$ cat config.mk
export PLATFORM = sky130hd
export DESIGN_NAME = data_mem_ctrl
export DESIGN_NICKNAME = d
export VERILOG_FILES = /design/src/rtl/data_mem_ctrl.sv
export SDC_FILE = /design/constraint.sdc
export NUM_CORES = 1
export LEC_CHECK = 0
export ABC_AREA = 1
export BUFFER_PORTS_ARGS = -buffer_cell sky130_fd_sc_hd__buf_2
export CAP_MARGIN = 20
export CORE_ASPECT_RATIO = 0.75
export CORE_MARGIN = 1.5
export CORE_UTILIZATION = 51
export CTS_CLUSTER_SIZE = 14
export DETAILED_ROUTE_END_ITERATION = 10
export PLACE_DENSITY = 0.93
export SYNTH_ARGS = -nofsm -noshare
export SYNTH_HDL_FRONTEND = slang
export SYNTH_SLANG_ARGS = --single-unit
$ cat constraint.sdc
create_clock -name clk -period 3.48 [get_ports clk]
set_input_delay 0.522 -clock clk [delete_from_list [all_inputs] [get_ports clk]]
set_output_delay 0.522 -clock clk [all_outputs]
set_load 0.02 [all_outputs]
$ cat src/rtl/data_mem_ctrl.sv
// data_mem_ctrl: takes single-word CPU read/write requests and drives a
// simple data memory port. Each transfer is a fixed sequence:
// SETUP (address/data stable, no strobe), ACCESS (WAIT_CYCLES long,
// write strobe in the first cycle only), then DONE. An out-of-range
// address goes to ERR and never touches the memory.
// Every output comes straight from a flop. Each output's next value is
// computed from the next FSM state, so the outputs line up with the state.
module data_mem_ctrl #(
  parameter int DATA_MEM_ADDR_WIDTH = 16,
  parameter int DATA_MEM_WIDTH      = 16,
  parameter int DATA_MEM_SIZE       = 3,
  parameter int WAIT_CYCLES         = 1
) (
  input  logic                           clk,
  input  logic                           rst,
  input  logic                           req,
  input  logic                           we,
  input  logic [DATA_MEM_ADDR_WIDTH-1:0] addr,
  input  logic [DATA_MEM_WIDTH-1:0]      wdata,
  output logic                           ready,
  output logic                           done,
  output logic [DATA_MEM_WIDTH-1:0]      rdata,
  output logic                           exception,
  output logic                           exc_sticky,
  output logic [DATA_MEM_ADDR_WIDTH-1:0] mem_addr,
  output logic [DATA_MEM_WIDTH-1:0]      mem_data_in,
  output logic                           mem_write,
  input  logic [DATA_MEM_WIDTH-1:0]      mem_data_out
);

  localparam logic [2:0] S_IDLE   = 3'd0;
  localparam logic [2:0] S_SETUP  = 3'd1;
  localparam logic [2:0] S_ACCESS = 3'd2;
  localparam logic [2:0] S_DONE   = 3'd3;
  localparam logic [2:0] S_ERR    = 3'd4;

  localparam logic [3:0]                     CNT_LOAD = 4'(WAIT_CYCLES - 1);
  localparam logic [DATA_MEM_ADDR_WIDTH-1:0] MEM_SIZE = DATA_MEM_ADDR_WIDTH'(DATA_MEM_SIZE);

  logic [2:0]                     state_q, state_d;
  logic [3:0]                     cnt_q, cnt_d;
  logic                           we_q, we_d;
  logic                           ready_q, ready_d;
  logic                           done_q, done_d;
  logic                           exception_q, exception_d;
  logic                           exc_sticky_q, exc_sticky_d;
  logic                           mem_write_q, mem_write_d;
  logic [DATA_MEM_WIDTH-1:0]      rdata_q, rdata_d;
  logic [DATA_MEM_ADDR_WIDTH-1:0] mem_addr_q, mem_addr_d;
  logic [DATA_MEM_WIDTH-1:0]      mem_data_in_q, mem_data_in_d;

  // Full-width unsigned compare: a large address must never alias into range.
  logic in_range;
  assign in_range = (addr < MEM_SIZE);

  // Next state and next registered outputs.
  always_comb begin
    state_d       = state_q;
    cnt_d         = cnt_q;
    we_d          = we_q;
    exc_sticky_d  = exc_sticky_q;
    rdata_d       = rdata_q;
    mem_addr_d    = mem_addr_q;
    mem_data_in_d = mem_data_in_q;
    done_d        = 1'b0;
    exception_d   = 1'b0;
    mem_write_d   = 1'b0;
    case (state_q)
      S_IDLE: begin
        if (req) begin
          we_d = we;
          if (in_range) begin
            // mem_addr/mem_data_in double as the latched request and are
            // only updated for legal addresses, so memory never sees a bad one.
            state_d       = S_SETUP;
            mem_addr_d    = addr;
            mem_data_in_d = wdata;
          end else begin
            state_d      = S_ERR;
            done_d       = 1'b1;
            exception_d  = 1'b1;
            exc_sticky_d = 1'b1;
            rdata_d      = '0;
          end
        end
      end
      S_SETUP: begin
        state_d     = S_ACCESS;
        cnt_d       = CNT_LOAD;
        mem_write_d = we_q;
      end
      S_ACCESS: begin
        if (cnt_q == 4'd0) begin
          state_d = S_DONE;
          done_d  = 1'b1;
          if (!we_q) rdata_d = mem_data_out;
        end else begin
          cnt_d = cnt_q - 4'd1;
        end
      end
      S_DONE:  state_d = S_IDLE;
      S_ERR:   state_d = S_IDLE;
      default: state_d = S_IDLE;
    endcase
    ready_d = (state_d == S_IDLE);
  end

  // State and output registers with synchronous active-low reset.
  always_ff @(posedge clk) begin
    if (!rst) begin
      state_q       <= S_IDLE;
      cnt_q         <= 4'd0;
      we_q          <= 1'b0;
      ready_q       <= 1'b1;
      done_q        <= 1'b0;
      exception_q   <= 1'b0;
      exc_sticky_q  <= 1'b0;
      mem_write_q   <= 1'b0;
      rdata_q       <= '0;
      mem_addr_q    <= '0;
      mem_data_in_q <= '0;
    end else begin
      state_q       <= state_d;
      cnt_q         <= cnt_d;
      we_q          <= we_d;
      ready_q       <= ready_d;
      done_q        <= done_d;
      exception_q   <= exception_d;
      exc_sticky_q  <= exc_sticky_d;
      mem_write_q   <= mem_write_d;
      rdata_q       <= rdata_d;
      mem_addr_q    <= mem_addr_d;
      mem_data_in_q <= mem_data_in_d;
    end
  end

  assign ready       = ready_q;
  assign done        = done_q;
  assign exception   = exception_q;
  assign exc_sticky  = exc_sticky_q;
  assign mem_write   = mem_write_q;
  assign rdata       = rdata_q;
  assign mem_addr    = mem_addr_q;
  assign mem_data_in = mem_data_in_q;

endmodule

---- Word-level counts from Yosys, hierarchy flattened ----
Cells that the tools add are included.
storage, ports and cells
  bits in registers ....................... 61
  bits of input ports ..................... 52
  logic and storage cells ................. 48
cells by class
  add/sub/neg operators ................... 1
  $lt $le $gt $ge ......................... 1
  equality and inequality tests ........... 7
  muxes and demuxes ....................... 15
  bitwise logic cells ..................... 1
  reduce and logical (&&, ||, !) cells .... 12
operators by type and width
  cell                                                         count
  2-to-1 mux 16 bit                                            4
  case mux 16 bit (2 select lines)                             1
  less-than comparator 16 x 2 -> 1 bit, second input constant  1
  inequality test 2 bit, second input constant                 5
  2-to-1 mux 3 bit                                             3
  case mux 3 bit (3 select lines)                              1
  case mux 4 bit (2 select lines)                              1
  AND reduction 2 bit                                          4
  logical NOT 3 bit                                            2
  AND reduction 3 bit                                          2
  AND reduction 5 bit                                          1
  logical NOT 4 bit                                            1
  2-to-1 mux 4 bit                                             1
  nonzero test 2 bit                                           2
  subtractor 4 x 1 -> 4 bit, second input constant             1
  == test 3 x 1 -> 1 bit, second input constant                1
  == test 3 x 2 -> 1 bit, second input constant                1
  2-to-1 mux 1 bit                                             3
  case mux 1 bit (2 select lines)                              1
  NOT 1 bit                                                    1

---- Depth between registers and ports, before layout ----
Gate-level depths: netlist of run 1.
  depth after elaboration ................. 5
  mapped depth ............................ 11

---- Least setup slack after synthesis of run 1 ----
Ideal clock, no wire load.
  path kind ............................... input to register
  start ................................... input addr[2]
  end ..................................... register rdata_q[0] (netlist: rdata[0])
  library setup time ...................... 0.113 ns
  arrival ................................. 1.365 ns
  data required time ...................... 3.367 ns
  slack ................................... 2.002 ns
  stages on the path ...................... 11
  path buffers ............................ 1
  cells stage by stage .................... nor2_1 -> nand2_1 -> nor2_1 -> nand2_1 -> nand2_2 -> nand2_2 -> nand2_4 -> buf_6 -> nand2_1 -> nand2_1 -> nor2_1
between the ends
  longest elaborated chain between the ends .. 3
ends and longest elaborated chain
  element                                 line  text
  from (decl)                             18    input logic [DATA_MEM_ADDR_WIDTH-1:0] addr,
  less-than comparator 16 x 2 -> 1 bit    54    assign in_range = (addr < MEM_SIZE);
  inequality test 2 bit (no source line)  --
  AND reduction 5 bit (no source line)    --
  to (signal assigned)                    131   rdata_q <= rdata_d;
  to (decl)                               48    logic [DATA_MEM_WIDTH-1:0] rdata_q, rdata_d;
No other way between the ends.
A chain may end at the register's enable or synchronous reset.

---- Final worst setup path of run 1 ----
  start ................................... register state_q[2]
  end ..................................... register mem_data_in_q[14] (netlist: mem_data_in[14])
between the ends
  longest elaborated chain between the ends .. 2
ends and longest elaborated chain
  element                               line  text
  from (decl)                           40    logic [2:0] state_q, state_d;
  from (signal assigned)                123   state_q <= state_d;
  logical NOT 3 bit                     68    case (state_q)
  AND reduction 3 bit (no source line)  --
  to (signal assigned)                  133   mem_data_in_q <= mem_data_in_d;
  to (decl)                             50    logic [DATA_MEM_WIDTH-1:0] mem_data_in_q, mem_data_in_d;
No other way between the ends.

==> qor.csv, run 1 <==
stage;metric;value;unit
setup_path;crit_required;3660;ps
timing;setup_viol;0;
clock_tree;clock-sinks;61;
die;dieArea;5235;sq um
setup_path;cp-end-kind;flip-flop;
global_route;grt_first_pass_wirelength;8811;um
synth;yosysSeqAreaShare;0.4982;
layout;drive_gt1_frac;0.2860;
setup_path;crit_fanout;52;
synth;yosysMostFrequentCell;inv_1;
layout;diodes;0;
synth;synthTopCellsByArea;dfxtp_1 50%, inv_1 11%, nor2_1 10%, nand2_1 7.7%, a21oi_1 4.7%;
synth;synth_edf_count;0;
place;dp_hpwl;3617;um
timing;tightest_slew;891.1;ps
drt;via_per_inst;4.501;
timing;tns;0;ps
global_route;gr-total-overflow;0;
clock_tree;clk-insertion-delay-late;320;ps
global_route;grt_usage;0.2070;
drt;drc;0;
setup_path;worstPathArrival;2240;ps
synth;syn_nets;396;
power_and_ir_drop;clock_power_share;0.410;
synth;synth.avg_cell_area;7.167;sq um
synth;ys_types;22;
die;dieWidth;83.05;um
timing;relSlewSlack;0.4060;
die;core;4546;sq um
drt;firstDrtPassIters;4;
clock_tree;cts-htree-levels;3;
drt;routedWlPerCell;10.26;um
worst_hold_path;min_path_type;in -> reg;
timing;fin_skew;6.322;ps
layout;stdcell_area;3148;sq um
status;status;finished, final reports clean;
power_and_ir_drop;p_comb_frac;0.090;
place;port_buffers;104;
run;maxCapViolCount;0;
power_and_ir_drop;intPower;1.124;mW
power_and_ir_drop;netSwitchingFraction;0.2242;
die;initial_core_util;0.5392;
die;die_h;63.04;um
global_route;antenna_found_initial;0;
drt;drtIter0Drc;71;
clock_tree;cts_hold_buf;0;
synth;yosysTopAreaCell;dfxtp_1;
synth;synth_top_area_frac;0.4982;
clock_tree;post_cts_buffers;0;
drt;via_count;2255;
synth;syn_area;2451;sq um
timing;fin_crit;2064;ps
die;ioPinCount;105;
global_route;grt_pass1_vias;2137;
clock_tree;cts_buffers;9;
power_and_ir_drop;ir_drop;0.0002937;V
power_and_ir_drop;net-switching-power;324.6;uW
timing;slew_viol_final;0;
clock_tree;cts_tree;yes;
clock_tree;clk_pin_slew;60;ps
place;routabilityCongestion;0.7741;
timing;fmax;484.4;MHz
power_and_ir_drop;pwr_density_cell;460.0;nW/um^2
die;num_rows;21;
setup_path;slowest_delay;650;ps
timing;hold_viol;0;
drt;wirelength;5138;um
synth;postSynth.asyncResetShare;0;
clock_tree;clock_path_buffers;2;
clock_tree;cts_root_buf;clkbuf_8;
power_and_ir_drop;cellLeakagePower;1.767;nW
synth;ys_seq_elements;61;
clock_tree;ctsResizeCount;0;
setup_path;crit_chain;nor2_4 > and3_4 > nand3_2 > o21ai_0 > a21oi_1;
place;dpl_cell_area;2962;sq um
power_and_ir_drop;p_seq_frac;0.500;
setup_path;critical-path-slowest-cell;nand3_2;
layout;synthToLayoutAreaGrowth;28.43;%
timing;finalCritPeriodShare;0.5932;
layout;nNetsFinal;496;
synth;synthTopCellsByCount;73 x inv_1, 66 x nor2_1, 61 x dfxtp_1;
drt;ant_nets;0;
setup_path;critPathLaunchType;flip-flop;
synth;syn_inst;342;
global_route;grt_max_degree;56;
setup_path;path_class;reg -> reg;
synth;ys.flop_type;dfxtp_1;
synth;synth_warnings;0;
timing;rsz0062_at_grt;no;
[critical path, delay by kind of cell (launching register included)]
kind | cells | cell delay [ps]
AND/OR/NAND/NOR | 3 | 1030
flip-flops | 1 | 340
AO/OA/AOI/OAI | 2 | 550
[path summary, 6_finish.rpt]
check | endpoint | start | depth (start not counted) | slack [ps]
max | mem_data_in[14]$_SDFFE_PN0P_ | state_q[2]$_SDFF_PN0_ | 5 | 1420
min | we_q$_SDFFE_PN0P_ | we | 3 | 440
max reg2reg | mem_data_in[14]$_SDFFE_PN0P_ | state_q[2]$_SDFF_PN0_ | 5 | 1420
min reg2reg | mem_addr[1]$_SDFFE_PN0P_ | mem_addr[1]$_SDFFE_PN0P_ | 2 | 440
[per-layer routing]
metal / vias up / wire length, um / part of all wire / GRT usage
met3: 10 / 293 / 0.057 / 0.07662
met1: 978 / 2271 / 0.44 / 0.2196
met2: 60 / 2497 / 0.49 / 0.3730
met5: - / 0 / 0 / 0
li1: 1207 / - / - / -
met4: 0 / 76 / 0.015 / 0.08333
[cells by family (layout without fill, tap and decap cells)]
logic type                 Yosys count  in the layout  synth area share
AOI/OAI and AO/OA                   45             45           0.09188
buffers and inverters               90            192            0.1480
adders and majority gates            2              2           0.01021
DFF                                 61             61            0.4982
and+or+nand+nor                    144            144            0.2517
[layout by cell type, fill, tap and decap left out]
| cell type | netlist | routed |
|---|---|---|
| nand3_2 | 1 | 1 |
| dfxtp_1 | 61 | 61 |
| o21ai_0 | 19 | 19 |
| nand2_4 | 2 | 2 |
| inv_2 | 2 | 2 |
| nand2_1 | 50 | 50 |
| buf_2 | 5 | 104 |
| a21oi_1 | 23 | 23 |
| bufinv_16 | 0 | 1 |
| nor3b_1 | 1 | 1 |
| nand2_2 | 2 | 2 |
| nor3_1 | 1 | 1 |
| nand3_1 | 18 | 18 |
| nor2_4 | 2 | 2 |
| nor2_1 | 66 | 66 |
| clkbuf_8 | 0 | 11 |
| ha_1 | 2 | 2 |
| and3_4 | 1 | 1 |
| clkinv_2 | 0 | 1 |
| inv_1 | 73 | 73 |
| o21ai_1 | 3 | 3 |
[through the flow]
stage,power [mW],utilization,cells,setup slack (ps),hold slack [ps]
floorplan,0.8207,-,342,2002,425.5
global placement,0.8657,0.6515,488,1304,428.3
detailed placement,0.8686,0.6515,488,1155,435.2
CTS,1.465,0.6925,501,1442,420.6
global route,1.515,0.6925,501,1192,448.9
finish,1.448,0.6925,501,1416,437.0
[flip-flops by register name, summed over array words and instances, names as in the netlist, 3 cells and up]
register and flops:
mem_data_in 16, state_q 3, cnt_q 4, rdata 16, mem_addr 16
[power groups by stage]
stage	logic (mW)	registers, mW	clock network (mW)
after global routing	0.148	0.725	0.642
after global placement	0.128	0.738	0
after floorplan	0.0629	0.758	0
after detailed placement	0.129	0.739	0
after CTS	0.131	0.724	0.610
final	0.130	0.724	0.594
[area by class of cell]
class | instances | area, sq um
fill | 383 | 1398
clock inverter | 2 | 35.03
inverter | 75 | 281.5
clock buffer | 11 | 151.4
tap | 57 | 71.32
timing repair buffer | 104 | 520.5
multi-input combinational | 191 | 867.1
sequential | 61 | 1221
Power figures use the tool's default switching activity.
==> inputs of run 2 (changes only) <==
- CORE_UTILIZATION: 51 -> 47
- PLACE_DENSITY: 0.93 -> 0.87
- clock period: 3.48 -> 2.1 ns (I/O delays scaled with it)
==> run 2 against run 1 <==
Effect of this change:
- maximum frequency up 32%
- flip-flop and latch count unchanged
- clock skew down 0.56 ps
==> qor.csv, run 2 (synthesis gave the netlist of run 1 again) <==
stage;metric;value;unit;change
run;maxCapViolCount;0;;unchanged
timing;fin_skew;5.765;ps;was 6.322 ps
drt;wirelength;5106;um;was 5138 um
timing;finalCritPeriodShare;0.7467;;was 0.5932
timing;whs;231.7;ps;was 437.0 ps
layout;final_cell_mix;104 x buf_2, 73 x inv_1, 66 x nor2_1;;unchanged
place;dp_hpwl;3698;um;was 3617 um
clock_tree;cts_root_buf;clkbuf_8;;unchanged
global_route;grt_max_degree;42;;was 56
global_route;grt_first_pass_wirelength;8107;um;was 8811 um
global_route;antenna_found_initial;0;;unchanged
global_route;gr-total-overflow;0;;unchanged
power_and_ir_drop;total_power;2.495;mW;was 1.448 mW
setup_path;cp-end-kind;flip-flop;;unchanged
layout;drive_gt1_frac;0.2911;;was 0.2860
clock_tree;cts-htree-levels;3;;unchanged
worst_hold_path;min_path_type;in -> reg;;unchanged
clock_tree;post_cts_buffers;0;;unchanged
setup_path;crit_required;2310;ps;was 3660 ps
layout;fillCellCount;445;;was 383
setup_path;worstPathArrival;1770;ps;was 2240 ps
timing;relSlewSlack;0.6069;;was 0.4060
setup_path;crit_fanout;41;;was 52
timing;tightest_slew;589.6;ps;was 891.1 ps
timing;hold_viol;0;;unchanged
setup_path;critical-path-slowest-cell;dfxtp_1;;was nand3_2
clock_tree;cts_buffers;9;;unchanged
setup_path;path_class;reg -> reg;;unchanged
die;dieWidth;86.39;um;was 83.05 um
die;num_rows;22;;was 21
die;ioPinCount;105;;unchanged
die;initial_core_util;0.4947;;was 0.5392
clock_tree;clk_pin_slew;60;ps;about the same
setup_path;crit_chain;nor2_4 > and3_4 > nand3_2 > buf_12 > o21ai_0 > a21oi_1;;was nor2_4 > and3_4 > nand3_2 > o21ai_0 > a21oi_1
status;status;finished, final reports clean;;unchanged
clock_tree;clock_path_buffers;2;;unchanged
setup_path;slowest_delay;330;ps;was 650 ps
clock_tree;clock-sinks;61;;unchanged
drt;ant_nets;0;;unchanged
timing;fin_crit;1568;ps;was 2064 ps
drt;firstDrtPassIters;4;;unchanged
clock_tree;clk-insertion-delay-late;320;ps;about the same
timing;setup_viol;0;;unchanged
timing;tns;0;ps;unchanged
timing;rsz0062_at_grt;no;;unchanged
power_and_ir_drop;pwr_density_cell;777.9;nW/um^2;was 460.0 nW/um^2
power_and_ir_drop;ir_drop;0.0004917;V;was 0.0002937 V
drt;routedWlPerCell;10.01;um;was 10.26 um
die;die_h;65.54;um;was 63.04 um
timing;fmax;637.7;MHz;was 484.4 MHz
die;dieArea;5662;sq um;was 5235 sq um
layout;synthToLayoutAreaGrowth;30.83;%;was 28.43%
place;port_buffers;104;;unchanged
place;routabilityCongestion;0.7542;;was 0.7741
setup_path;critPathLaunchType;flip-flop;;unchanged
power_and_ir_drop;cellLeakagePower;1.797;nW;was 1.767 nW
layout;nNetsFinal;499;;was 496
setup_path;timing.critical_path.max_delay_family;simple AND/OR/NAND/NOR gates;;unchanged
layout;layout_commonest_cell;buf_2;;unchanged
clock_tree;ctsResizeCount;0;;unchanged
drt;drtIter0Drc;59;;was 71
drt;drc;0;;unchanged
timing;slew_viol_final;0;;unchanged
drt;via_count;2232;;was 2255
layout;diodes;0;;unchanged
drt;via_per_inst;4.376;;was 4.501
clock_tree;cts_hold_buf;0;;unchanged
die;core;4955;sq um;was 4546 sq um
setup_path;timing.critical_path.buf_inv;1;;was 0
global_route;grt_usage;0.1845;;was 0.2070
global_route;grt_pass1_vias;1937;;was 2137
clock_tree;cts_tree;yes;;unchanged
[run 2: stage by stage]
step | worst slack, ps | cell area, sq um | instances | utilization
floorplan | 789.2 | 2451 | 342 | -
global placement | 535.5 | 3000 | 494 | 0.6056
detailed placement | 460.8 | 3000 | 494 | 0.6056
CTS | 525.9 | 3207 | 510 | 0.6472
global route | 379.5 | 3207 | 510 | 0.6472
finish | 531.9 | 3207 | 510 | 0.6472
[run 2: layout make-up]
type | instances | area, sq um | share of cell area
Clock buffer | 11 | 131.4 | 0.04097
Clock inverter | 5 | 75.07 | 0.02341
Inverter | 75 | 281.5 | 0.08779
Multi-Input combinational cell | 191 | 867.1 | 0.2704
Sequential cell | 61 | 1221 | 0.3808
Tap cell | 60 | 75.07 | 0.02341
Timing Repair Buffer | 107 | 555.5 | 0.1732
[run 2: power by group]
group | switching (mW) | internal [mW]
Sequential | 0.0150 | 1.19
Clock | 0.414 | 0.663
Combinational | 0.130 | 0.0877
[run 2: final timing paths]
check	to	from	depth (start not counted)	slack, ps
setup / recovery	mem_addr[0]$_SDFFE_PN0P_	state_q[2]$_SDFF_PN0_	6	530
hold / removal	we_q$_SDFFE_PN0P_	we	3	230
hold reg to reg	mem_data_in[11]$_SDFFE_PN0P_	mem_data_in[11]$_SDFFE_PN0P_	2	440
setup reg to reg	mem_addr[0]$_SDFFE_PN0P_	state_q[2]$_SDFF_PN0_	6	530
[run 2: worst reg2reg max path, stage by stage (launching register included)]
cell and delay [ps]:
dfxtp_1 330, nor2_4 160, and3_4 230, nand3_2 240
buf_12 270, o21ai_0 180, a21oi_1 60
[run 2: routing by layer]
| metal | share of wire | vias up | wire, um | track usage |
|---|---|---|---|---|
| met5 | 0 | - | 0 | 0 |
| met3 | 0.063 | 4 | 324 | 0.06281 |
| met1 | 0.44 | 947 | 2252 | 0.2044 |
| met2 | 0.49 | 62 | 2493 | 0.3193 |
| li1 | - | 1219 | - | - |
| met4 | 0.0069 | 0 | 35 | 0.08669 |
